## config.mk

```make
export PLATFORM = sky130hd
export DESIGN_NAME = spi_responder_mem
export DESIGN_NICKNAME = d
export VERILOG_FILES = /design/src/rtl/spi_responder_mem.sv
export SDC_FILE = /design/constraint.sdc
export NUM_CORES = 1
export LEC_CHECK = 0
export BUFFER_PORTS_ARGS = -buffer_cell sky130_fd_sc_hd__buf_2
export CAP_MARGIN = 10
export CORE_AREA = 2 2 125 127
export DETAILED_ROUTE_END_ITERATION = 8
export DIE_AREA = 0 0 127 129
export PLACE_DENSITY = 0.69
export SYNTH_ARGS = -nofsm -noshare
export SYNTH_HDL_FRONTEND = slang
export SYNTH_SLANG_ARGS = --single-unit
```

## constraint.sdc

```tcl
create_clock -name clock -period 3 [get_ports clock]
set_input_delay 0.45 -clock clock [delete_from_list [all_inputs] [get_ports clock]]
set_output_delay 0.45 -clock clock [all_outputs]
set_load 0.01 [all_outputs]
```

## src/rtl/spi_responder_mem.sv

```systemverilog
// SPI mode-0 responder with a small byte-addressed register memory.
// All SPI pins are oversampled in the system clock domain.
module spi_responder_mem #(
  parameter int unsigned ADDR_W    = 4,
  parameter logic [7:0]  CMD_WRITE = 8'h02,
  parameter logic [7:0]  CMD_READ  = 8'h03
) (
  input  logic              clock,
  input  logic              reset,
  input  logic              io_spi_CE,
  input  logic              io_spi_MOSI,
  input  logic              io_spi_S_CLK,
  output logic              io_spi_MISO,
  output logic              io_wr_valid,
  output logic [ADDR_W-1:0] io_wr_addr,
  output logic [7:0]        io_wr_data,
  output logic              io_active
);

  localparam int unsigned DEPTH = 1 << ADDR_W;

  localparam logic [2:0] ST_IDLE       = 3'd0;
  localparam logic [2:0] ST_CMD        = 3'd1;
  localparam logic [2:0] ST_WRITE_ADDR = 3'd2;
  localparam logic [2:0] ST_READ_ADDR  = 3'd3;
  localparam logic [2:0] ST_WRITE_DATA = 3'd4;
  localparam logic [2:0] ST_READ_DATA  = 3'd5;
  localparam logic [2:0] ST_IGNORE     = 3'd6;

  logic              ce_s1, ce_s2, ce_d;
  logic              mosi_s1, mosi_s2;
  logic              sclk_s1, sclk_s2, sclk_d;
  logic [2:0]        state_q, state_d;
  logic [2:0]        bit_cnt_q;
  logic [6:0]        rx_q;
  logic [7:0]        tx_q, tx_d;
  logic [ADDR_W-1:0] addr_q;
  logic [7:0]        mem [DEPTH];

  logic       ce_fall_c, ce_rise_c, rise_c, fall_c, byte_done_c;
  logic [7:0] rx_byte_c;
  logic       commit_c, addr_ld_c, addr_inc_c, frame_start_c;

  // SCLK edges only count while CE is low, so a CE rise in the same cycle masks them
  assign ce_fall_c   = ce_d & ~ce_s2;
  assign ce_rise_c   = ~ce_d & ce_s2;
  assign rise_c      = ~sclk_d & sclk_s2 & ~ce_s2;
  assign fall_c      = sclk_d & ~sclk_s2 & ~ce_s2;
  assign rx_byte_c   = {rx_q, mosi_s2};
  assign byte_done_c = rise_c && (bit_cnt_q == 3'd7) && (state_q != ST_IDLE);

  // Next-state and datapath control
  always_comb begin
    state_d       = state_q;
    tx_d          = tx_q;
    commit_c      = 1'b0;
    addr_ld_c     = 1'b0;
    addr_inc_c    = 1'b0;
    frame_start_c = 1'b0;
    if (ce_rise_c) begin
      state_d = ST_IDLE;
    end else begin
      case (state_q)
        ST_IDLE: begin
          if (ce_fall_c) begin
            state_d       = ST_CMD;
            frame_start_c = 1'b1;
            tx_d          = 8'h00;
          end
        end
        ST_CMD: begin
          if (byte_done_c) begin
            if (rx_byte_c == CMD_WRITE)     state_d = ST_WRITE_ADDR;
            else if (rx_byte_c == CMD_READ) state_d = ST_READ_ADDR;
            else                            state_d = ST_IGNORE;
          end
        end
        ST_WRITE_ADDR: begin
          if (byte_done_c) begin
            addr_ld_c = 1'b1;
            state_d   = ST_WRITE_DATA;
          end
        end
        ST_READ_ADDR: begin
          if (byte_done_c) begin
            addr_ld_c = 1'b1;
            state_d   = ST_READ_DATA;
          end
        end
        ST_WRITE_DATA: begin
          if (byte_done_c) commit_c = 1'b1;
        end
        ST_READ_DATA: begin
          // Load on the byte-boundary fall so the MSB is ready before the next rise
          if (fall_c) begin
            if (bit_cnt_q == 3'd0) begin
              tx_d       = mem[addr_q];
              addr_inc_c = 1'b1;
            end else begin
              tx_d = {tx_q[6:0], 1'b0};
            end
          end
        end
        ST_IGNORE: ;
        default: state_d = ST_IDLE;
      endcase
    end
  end

  always_ff @(posedge clock) begin
    if (reset) begin
      ce_s1       <= 1'b0;
      ce_s2       <= 1'b0;
      ce_d        <= 1'b0;
      mosi_s1     <= 1'b0;
      mosi_s2     <= 1'b0;
      sclk_s1     <= 1'b0;
      sclk_s2     <= 1'b0;
      sclk_d      <= 1'b0;
      state_q     <= ST_IDLE;
      bit_cnt_q   <= 3'd0;
      rx_q        <= 7'd0;
      tx_q        <= 8'h00;
      addr_q      <= '0;
      io_spi_MISO <= 1'b0;
      io_wr_valid <= 1'b0;
      io_wr_addr  <= '0;
      io_wr_data  <= 8'h00;
      io_active   <= 1'b0;
      for (int i = 0; i < int'(DEPTH); i++) mem[i] <= 8'h00;
    end else begin
      ce_s1   <= io_spi_CE;
      ce_s2   <= ce_s1;
      ce_d    <= ce_s2;
      mosi_s1 <= io_spi_MOSI;
      mosi_s2 <= mosi_s1;
      sclk_s1 <= io_spi_S_CLK;
      sclk_s2 <= sclk_s1;
      sclk_d  <= sclk_s2;
      state_q <= state_d;
      tx_q    <= tx_d;

      if (frame_start_c)                       bit_cnt_q <= 3'd0;
      else if (rise_c && state_q != ST_IDLE)   bit_cnt_q <= bit_cnt_q + 3'd1;

      if (rise_c) rx_q <= rx_byte_c[6:0];

      if (addr_ld_c)                     addr_q <= rx_byte_c[ADDR_W-1:0];
      else if (addr_inc_c || commit_c)   addr_q <= addr_q + ADDR_W'(1);

      if (commit_c) begin
        mem[addr_q] <= rx_byte_c;
        io_wr_addr  <= addr_q;
        io_wr_data  <= rx_byte_c;
      end
      io_wr_valid <= commit_c;
      io_spi_MISO <= (state_d == ST_READ_DATA) ? tx_d[7] : 1'b0;
      io_active   <= (state_d != ST_IDLE);
    end
  end

endmodule
```

==> impl_results.md, run 1 <==
* Area grow syn2layout at 9.72%
* Worst Tran Pin Value at around 0.96 ns
* Seq pwr share at 0.562
* Clock Skew at 0.0101 ns
* Clock Latency Late Sink at between 0.4 and 0.5 ns
* Synth Net Count at 625
* R2R Setup Slk at around 0.24 ns
* RSZ-0062 raised after global routing: no
* GRT overflow at 0
* Post-CTS Setup Inserts at 0
* DRT iter0 DRCs at ~520
* Max capacitance violation total at 0
* Startpoint Class: flop
* Row count at 45
* Routed vias at just under 5000
* Worst Hold Path EP: sclk_s1
* Max Buffers Root-to-Sink at 2
* Reg2Reg Launch Point: bit_cnt_q[0]
* WHS Path Cells at 2
* Final setup fails at 0
* Hold Buf Count CTS at 0
* Die area at about 0.016 mm²
* CTS root buf: clkbuf_16
* Max Freq at around 360 MHz
* Die Y-Extent at roughly 130 µm
* CTS resizes at 0
* Pre-CTS WS at between 0.2 and 0.3 ns
* Post-synthesis cell area at slightly above 0.008 mm²
* WS Path Type: flop to flop
* Pwr/cell area at between 500 and 600 mW/mm²
* Power Total at ~5.0 mW
* Chip Width at 127 µm
* Comb pwr share at 0.028
* IO Count at 20
* Post-route insts no fill at ~830
* Initial Util at 0.544
* Dpl cells at slightly below 800
* Sequential area share after synthesis at 0.600
* FF+latch count, synth at 180
* Num CTS Buffers at 17
* First-pass GRT wire length at approximately 28 mm
* Ys async rst share at 0
* Clock slew seen by the registers of the worst setup and hold paths at approximately 0.07 ns
* WL final at about 18 mm
* Worst min-delay path startpoint: io_spi_S_CLK
* CTS tree: built
* Min-Delay Path Class: input port to flop
* Max Slew Vio Count at 0
* Port bufs at 19
* Hpwl dp at approximately 12 mm
* Tcrit/Tclk final at 0.921
* Initial antenna violation count at 0
* Core area at approximately 0.015 mm²
* Post-route ant nets at 0
* WL per Instance at about 22 µm
* Synth Warn # at 0
* Largest net degree at the start of global routing at 26
* CP max FO at 9
* Worst setup margin at between 0.2 and 0.25 ns
* Leak Pwr at about 3.2 nW
* Critical path endpoint category: flop
* WL met2 at slightly below 9 mm
* Req. time, crit path at between 3 and 4 ns
* Total GRT Usage at 0.237
* Min cycle time layout at about 2.8 ns
* Slew margin rel. at 0.361
* Residual DRC count at 0
* Top Layer Used: met4
* Internal at 3.89 mW
* Avg Vias per Cell at 5.81
* Outcome: finished clean
* Nets at 639
* Synth cell types at between 50 and 60
* Power share of the clock group at 0.410
* Number of synthesized flops with an enable pin at 128
* Share of post-route cells with drive strength above 1 at 0.198
* DRT met1 WL at 7.49 mm
* Sw frac at 0.215
* Reg2reg end: mem[10][4]
* Synth Flop Type: edfxtp_1
* Avg Cell Area, Syn at 13.3 µm²
* Final hold vios at 0
* Post-Synthesis Cells at about 610
* Peak VDD IR at 0.000451 V
* Worst EP arrival at 2.89 ns
* # H-tree levels at 4
* Gpl congestion at 0.844
* Clk sink count at 180
* Sum Neg Setup Slack at 0 ns
* DR pass1 iterations at 5
* R2R depth at 7
* Met3 wire len at 1.12 mm
* Net Switching at about 1.1 mW
* # diodes at 0
* Vias in the first global route at a little under 5000
-- worst max path at each step --
stage                 startpoint         end  slack, ns  depth (start not counted)
CTS                 bit_cnt_q[0]  mem[11][7]       0.25                          7
global route        bit_cnt_q[0]  mem[10][1]       0.07                          7
floorplan           bit_cnt_q[0]   mem[8][0]       0.80                          7
global placement    bit_cnt_q[0]   mem[8][0]       0.34                          7
finish              bit_cnt_q[0]  mem[10][4]       0.24                          7
detailed placement  bit_cnt_q[0]  mem[11][2]       0.26                          7
-- stage by stage --
stage / hold WS (ns) / instance area [µm²] / utilization
floorplan: 0.414 / 8150 / -
global placement: 0.419 / 8400 / 0.561
detailed placement: 0.436 / 8400 / 0.561
CTS: 0.210 / 8940 / 0.597
global route: 0.227 / 8940 / 0.597
finish: 0.221 / 8940 / 0.597
-- synth_stat cells, drive strengths merged (2+ instances only) --
library cell | number | share of area
a21oi | 13 | 0.0080
or3 | 4 | 0.0031
ha | 7 | 0.011
nand3b | 2 | 0.0018
edfxtp | 128 | 0.47
nor2b | 9 | 0.0069
inv | 9 | 0.0041
nand3 | 4 | 0.0025
a2111oi | 2 | 0.0022
nor3b | 2 | 0.0025
nand2 | 24 | 0.011
o22ai | 3 | 0.0023
a221o | 6 | 0.0074
o21ai | 5 | 0.0031
and2 | 134 | 0.10
clkbuf | 29 | 0.014
a211oi | 16 | 0.016
nor2 | 43 | 0.027
or2 | 17 | 0.013
nand2b | 13 | 0.010
a31oi | 2 | 0.0015
dfxtp | 52 | 0.13
mux2i | 21 | 0.026
or3b | 2 | 0.0025
a21o | 2 | 0.0018
mux4 | 30 | 0.087
o21bai | 2 | 0.0018
nor3 | 4 | 0.0025
xnor2 | 4 | 0.0043
buf | 11 | 0.011
-- routing by layer --
metal | vias up | GRT usage
met2 | 177 | 0.387
li1 | 2231 | -
met4 | 0 | 0.0976
met1 | 2366 | 0.314
met5 | - | 0
met3 | 34 | 0.0503
-- sequential cells by signal, indices dropped and copies added (netlist names), named ones only --
register,count
addr_q,4
bit_cnt_q,3
ce_d,1
ce_s1,1
ce_s2,1
io_active,1
io_spi_MISO,1
io_wr_addr,4
io_wr_data,8
io_wr_valid,1
mem,128
mosi_s1,1
mosi_s2,1
rx_q,7
sclk_d,1
sclk_s1,1
sclk_s2,1
state_q,3
tx_q,8
-- power by group through the flow --
stage	Clock [mW]	Sequential (mW)	Combinational [mW]
3_5_place_dp	0	2.84	0.140
5_1_grt	2.15	2.79	0.151
6_report	2.03	2.79	0.139
4_1_cts	2.06	2.79	0.140
3_3_place_gp	0	2.84	0.134
2_1_floorplan	0	2.81	0.102
-- final cells by class --
type	count	area, µm²
inverters	9	33.8
well taps	188	235
clock buffers	18	439
flip-flops and latches	180	4890
clock inverters	14	101
repair buffers	35	215
fillers	1148	6040
multi-input cells	384	3030
-- logic make-up (layout without fill, tap and decap cells) --
logic type / Yosys count / after routing / synth area share
multiplexers: 52 / 52 / 0.114
flip-flops: 180 / 180 / 0.600
buffers and inverters: 49 / 76 / 0.0287
AO/OA/AOI/OAI: 56 / 56 / 0.0492
AND/OR/NAND/NOR: 264 / 264 / 0.192
XOR/XNOR: 5 / 5 / 0.00538
adder cells (fa/ha/maj): 7 / 7 / 0.0108
-- cells in the final DEF (no fill, tap or decap), types with 4 or more instances in the layout --
cell / instances
nor2_2: 12
a211oi_1: 14
nand3_1: 4
buf_4: 16
nand2_1: 24
mux4_2: 21
nor2b_1: 9
buf_2: 19
or3_1: 4
nor2_4: 4
nor3_1: 4
ha_1: 7
nand2b_1: 13
nor2_1: 27
inv_1: 9
and2_1: 134
mux2i_1: 21
dfxtp_1: 51
xnor2_1: 4
o21ai_0: 4
edfxtp_1: 128
clkbuf_16: 17
or2_2: 16
clkinv_2: 4
mux4_1: 9
a21oi_1: 13
a221o_1: 6
-- worst max-delay path, cell delays in order (launching register included) --
cell and delay, ns:
dfxtp_1 0.38, ha_1 0.17, ha_1 0.16, and4bb_1 0.28, nand4_1 0.33, or3b_1 0.58, nor2_2 0.28, or2_2 0.28
Power figures use the tool's default switching activity.
==> run 2: changes to the inputs <==
- ABC_AREA: not set -> 1
- CORE_AREA: 2 2 125 127 -> 2 2 126 128
- CTS_CLUSTER_DIAMETER: not set -> 150
- DIE_AREA: 0 0 127 129 -> 0 0 128 130
==> impl_results.md, run 2 <==
* WHS Path Cells at 3
* Filler Cells Inserted at 1353
* Num CTS Buffers at 17
* Total GRT Usage at 0.246
* Synth Warn # at 0
* Avg Vias per Cell at 5.34
* Post-Synthesis Cells at between 900 and 1000
* Net Switching at around 1.2 mW
* Sw frac at 0.221
* Largest register by flop count: mem
* Peak VDD IR at 0.000511 V
* Clk sink count at 180
* WL per Instance at between 15 and 20 µm
* Area contributors post-synth: edfxtp_1, dfxtp_1, nand2_1
* DRT iter0 DRCs at approximately 600
* Req. time, crit path at between 3 and 4 ns
* Hpwl dp at between 10 and 15 mm
* Seq pwr share at 0.524
* Top cells by count, synth: nand2_1, nor2_1, edfxtp_1, nand3_1, inv_1
* GRT overflow at 0
* Worst min-delay path startpoint: io_spi_S_CLK
* Row count at 46
* Initial antenna violation count at 0
* Post-Route Utilization at 0.601
* Tcrit/Tclk final at 0.743
* Crit path buf inv count at 1
* Synth cell types at 24
* Residual DRC count at 0
* Port bufs at 19
* CP cell instances: ha_1 -> ha_1 -> nand3_1 -> nor2_4 -> nand2_4 -> nor2_8 -> inv_6 -> nor2_8 -> nand2_4 -> nand2_1
* Commonest cells after routing, fill and taps aside: nand2_1, nor2_1, edfxtp_1
* Final setup fails at 0
* Power share of the clock group at 0.439
* Chip Width at between 100 and 150 µm
* CP top delay family: simple AND/OR/NAND/NOR gates
* Count leader, synth: nand2_1
* Die area at around 0.017 mm²
* Max capacitance violation total at 0
* Reg2reg end: mem[15][2]
* Area leader, netlist: edfxtp_1
* CTS resizes at 0
* Max reg flops at 128
* Max Buffers Root-to-Sink at 2
* Sequential area share after synthesis at 0.588
* Slowest Stage Delay on Critical Path at 0.35 ns
* Gpl congestion at 0.865
* Post-CTS Setup Inserts at 0
* CTS tree: built
* # H-tree levels at 4
* Internal at approximately 4.1 mW
* # diodes at 0
* Number of synthesized flops with an enable pin at 128
* Ys async rst share at 0
* Sum Neg Setup Slack at 0 ns
* IO Count at 20
* Power Total at 5.30 mW
* Max Freq at about 450 MHz
* Pwr/cell area at roughly 570 mW/mm²
* Share of post-route cells with drive strength above 1 at 0.124
* Vias in the first global route at between 5000 and 6000
* Most common cell after layout, fill and taps aside: nand2_1
* Clock Latency Late Sink at roughly 0.43 ns
* Worst hold slack at ~0.22 ns
* Leak Pwr at ~4 nW
* Post-synth top area share at 0.462
* Dpl cells at between 1000 and 1500
* Max Slew Vio Count at 0
* Synth Net Count at 947
* RSZ-0062 raised after global routing: no
* First-pass GRT wire length at 30.2 mm
* Startpoint Class: flop
* Slew margin rel. at 0.391
* Post-synthesis cell area at 0.00831 mm²
* Min-Delay Path Class: input port to flop
* Largest net degree at the start of global routing at a little under 70
* Final hold vios at 0
* FF+latch count, synth at 180
* Nets at between 900 and 1000
* Crit path max-delay cell type: dfxtp_1
* Clock slew seen by the registers of the worst setup and hold paths at ~0.070 ns
* Hold Buf Count CTS at 0
* Core area at between 0.015 and 0.02 mm²
* Worst Hold Path EP: sclk_s1
* Avg Cell Area, Syn at 8.89 µm²
* Clock Skew at 0.00980 ns
* Worst EP arrival at between 2 and 2.5 ns
* Die Y-Extent at approximately 130 µm
* CP max FO at 9
* Top Registers: mem: 128 flops, io_wr_data: 8 flops, tx_q: 8 flops
* WL final at about 19 mm
* Routed vias at between 6000 and 7000
* Post-route insts no fill at between 1000 and 1500
* Comb pwr share at 0.038
* Reg2Reg Launch Point: bit_cnt_q[0]
* WS Path Type: flop to flop
* Worst Tran Pin Value at ~0.91 ns
* Initial Util at 0.539
* DR pass1 iterations at 7
* Synth Flop Type: edfxtp_1
* CTS root buf: clkbuf_16
* R2R Setup Slk at 0.77 ns
* Area grow syn2layout at 11.6%
* Min cycle time layout at around 2.2 ns
* R2R depth at 10
* Critical path endpoint category: flop
* Outcome: finished clean
* Post-route ant nets at 0
-- run 2: changes by cell type in the layout (fill, tap and decap cells not counted), moves of 14 or more --
| cell | before | now |
|---|---|---|
| a211oi_1 | 14 | 0 |
| a21oi_1 | 13 | 33 |
| and2_1 | 134 | 0 |
| inv_1 | 9 | 89 |
| mux2i_1 | 21 | 0 |
| mux4_2 | 21 | 0 |
| nand2_1 | 24 | 204 |
| nand2_4 | 0 | 18 |
| nand3_1 | 4 | 96 |
| nor2_1 | 27 | 177 |
| o21ai_0 | 4 | 38 |
| or2_2 | 16 | 0 |
-- run 2: worst register-to-register path: stages, from the launching register on --
cell	delay, ns
dfxtp_1	0.35
ha_1	0.16
ha_1	0.13
nand3_1	0.14
nor2_4	0.18
nand2_4	0.10
nor2_8	0.12
inv_6	0.09
nor2_8	0.20
nand2_4	0.13
nand2_1	0.30
-- run 2: power by group through the flow --
| stage | clock network (mW) | registers, mW | logic, mW |
|---|---|---|---|
| 2_1_floorplan | 0 | 2.82 | 0.127 |
| 3_3_place_gp | 0 | 2.83 | 0.196 |
| 3_5_place_dp | 0 | 2.83 | 0.197 |
| 4_1_cts | 2.35 | 2.77 | 0.199 |
| 5_1_grt | 2.44 | 2.78 | 0.220 |
| 6_report | 2.32 | 2.77 | 0.200 |
-- run 2: routing by layer --
| layer | track usage | wire length (µm) |
|---|---|---|
| met1 | 0.312 | 7950 |
| met2 | 0.416 | 9430 |
| met3 | 0.0357 | 1320 |
| met4 | 0.123 | 544 |
| met5 | 0 | 0 |
-- run 2: cell type report --
cell class | instances | area (µm²) | area share
Timing Repair Buffer | 42 | 280 | 0.0302
Multi-Input combinational cell | 610 | 2860 | 0.309
Clock inverter | 15 | 194 | 0.0209
Tap cell | 192 | 240 | 0.0259
Clock buffer | 17 | 425 | 0.0459
Inverter | 101 | 384 | 0.0414
Sequential cell | 180 | 4890 | 0.527
-- run 2: logic make-up (layout without fill, tap and decap cells) --
group,count (synthesis),after routing,synth area share
and+or+nand+nor,523,523,0.283
xor gates and xnor gates,1,1,0.00105
DFF,180,180,0.588
adders and majority gates,7,7,0.0105
buffers and inverters,145,175,0.0677
AOI/OAI and AO/OA,79,79,0.0495
-- run 2: through the flow --
stage / setup WS, ns / instance area (µm²)
finish: 0.772 / 9270
global route: 0.606 / 9270
CTS: 0.782 / 9270
detailed placement: 0.801 / 8650
global placement: 0.835 / 8650
floorplan: 1.00 / 8310
-- run 2: how the worst max path moves through the flow --
stage                 start    endpoint  slack (ns)  depth (start not counted)
6_report       bit_cnt_q[0]  mem[15][2]        0.77                         10
2_1_floorplan  bit_cnt_q[0]   mem[8][0]        1.00                         10
5_1_grt        bit_cnt_q[0]   mem[9][7]        0.61                         10
3_3_place_gp   bit_cnt_q[0]   mem[0][6]        0.83                         10
3_5_place_dp   bit_cnt_q[0]   mem[9][1]        0.80                         10
4_1_cts        bit_cnt_q[0]   mem[9][4]        0.78                         10
==> run 3: changes to the inputs <==
- ABC_AREA: 1 -> 0
- CORE_AREA: 2 2 126 128 -> 2 2 125 127
- DIE_AREA: 0 0 128 130 -> 0 0 127 129
- clock period: 3 -> 2.1 ns (I/O delays scaled with it)
==> impl_results.md, run 3 (synthesis results as in run 1) <==
* Outcome: complete, but fails checks
* Violated checks: negative setup slack
* CP max FO at 8
* Routed vias at roughly 5000
* Initial antenna violation count at 0
* Num CTS Buffers at 17
* Max reg flops at ~130
* Min-Delay Path Class: input port to flop
* CTS root buf: clkbuf_16
* Share of post-route cells with drive strength above 1 at 0.322
* IO Count at 20
* Top Registers: mem: 128 flops, io_wr_data: 8 flops, tx_q: 8 flops
* Reg2Reg Launch Point: bit_cnt_q[0]
* Worst min-delay path startpoint: io_spi_MOSI
* Die Y-Extent at around 130 µm
* Leak Pwr at approximately 3.5 nW
* WL final at approximately 18 mm
* Max Freq at ~450 MHz
* Req. time, crit path at around 2.2 ns
* Nets at ~690
* Row count at 45
* Final hold vios at 0
* Hpwl dp at 12.3 mm
* CTS tree: built
* Initial Util at 0.544
* Clock Skew at around 0.0075 ns
* Max Buffers Root-to-Sink at 2
* Largest net degree at the start of global routing at 31
* Worst EP arrival at roughly 2.4 ns
* DRT iter0 DRCs at between 400 and 500
* DR pass1 iterations at 5
* Startpoint Class: flop
* Filler Cells Inserted at roughly 1100
* Residual DRC count at 0
* Internal at 5.62 mW
* Pre-CTS WS at -0.172 ns
* Seq pwr share at 0.556
* Clk sink count at 180
* Sw frac at 0.214
* Power share of the clock group at 0.412
* Tcrit/Tclk final at 1.06
* Reg area at between 0.004 and 0.005 mm²
* Worst setup margin at -0.116 ns
* Final setup fails at 144
* Max capacitance violation total at 0
* Clock slew seen by the registers of the worst setup and hold paths at ~0.060 ns
* # diodes at 0
* Max Slew Vio Count at 0
* Worst Tran Pin Value at 0.704 ns
* Hold Buf Count CTS at 0
* Die area at between 0.015 and 0.02 mm²
* Avg Vias per Cell at 5.70
* WS Path Type: flop to flop
* Net Switching at 1.53 mW
* Area grow syn2layout at 18.3%
* WL per Instance at 20.5 µm
* First-pass GRT wire length at 27.7 mm
* Worst hold slack at 0.0936 ns
* Min cycle time layout at 2.22 ns
* Pwr/cell area at approximately 740 mW/mm²
* Core area at between 0.01 and 0.015 mm²
* Vias in the first global route at approximately 4900
* GRT overflow at 0
* Critical path endpoint category: flop
* Total GRT Usage at 0.230
* Gpl congestion at between 0.8 and 0.9
* Clock Latency Late Sink at roughly 0.43 ns
* Comb pwr share at 0.032
* Chip Width at between 100 and 150 µm
* Port bufs at 19
* Slew margin rel. at 0.527
* Most common cell after layout, fill and taps aside: edfxtp_1
* RSZ-0062 raised after global routing: yes
* Post-route ant nets at 0
* Peak VDD IR at roughly 0.00055 V
* Footprint of the multi-input gates at between 0.003 and 0.004 mm²
* Commonest cells after routing, fill and taps aside: edfxtp_1, and2_1, dfxtp_1
* # H-tree levels at 4
* Crit path from: bit_cnt_q[0]
* Largest register by flop count: mem
==> run 3: cell types whose count changed in the layout (fill, tap and decap cells not counted), sizes merged, moves of 21 or more <==
cell	change
nand2	-198
buf	+39
mux4	+30
inv	-82
nand3	-92
nor2	-157
and2	+134
mux2i	+21
o21ai	-33
==> run 3: cell type report <==
cell class,instances,share of cell area
well taps,188,0.0244
flip-flops and latches,180,0.508
clock buffers,19,0.0471
repair buffers,81,0.0664
inverters,9,0.00351
multi-input cells,384,0.341
clock inverters,13,0.00961
==> run 3: timing repair <==
action / in CTS / in global routing
resized for setup: 28 / 44
endpoints found under the setup margin: 184 / 232
pin swaps: 12 / 17
setup buffers: 2 / 3
==> run 3: worst paths after layout <==
kind                to  slack, ns  depth (start not counted)
min            mosi_s1       0.09                          2
min reg2reg    mosi_s2       0.45                          1
max reg2reg  mem[9][0]      -0.12                          8
max          mem[9][0]      -0.12                          8
==> run 3: power groups by stage <==
stage	clock network (mW)	registers, mW	logic (mW)
after global routing	3.10	3.98	0.244
final	2.94	3.97	0.228
after floorplan	0	4.02	0.155
after global placement	0	4.05	0.217
after CTS	2.98	3.97	0.226
after detailed placement	0	4.05	0.222
==> run 3: worst max-delay path: stages (launching register included) <==
cell and delay [ns]:
dfxtp_2 0.35, ha_4 0.14, ha_4 0.12, and4bb_1 0.21, nand4_1 0.13, buf_4 0.19
or3b_4 0.46, nor2_4 0.13, or2_4 0.19
==> run 3: routing by layer <==
layer,part of all wire,vias to the layer above,wire length (µm),track usage
met5,0,-,0,0
met4,0.018,0,327,0.0782
met3,0.066,22,1190,0.0395
met2,0.49,168,8710,0.376
met1,0.43,2473,7710,0.317
li1,-,2320,-,-
==> run 3: metrics by stage <==
stage,utilization,total power [mW],std cells,cell area (µm²),setup TNS [ns]
after detailed placement,0.588,4.27,838,8810,-17.70
final,0.643,7.15,874,9630,-9.13
after floorplan,-,4.17,613,8210,-1.63
after global routing,0.643,7.33,874,9630,-29.09
after CTS,0.633,7.18,872,9490,-8.73
after global placement,0.588,4.27,838,8810,-8.48
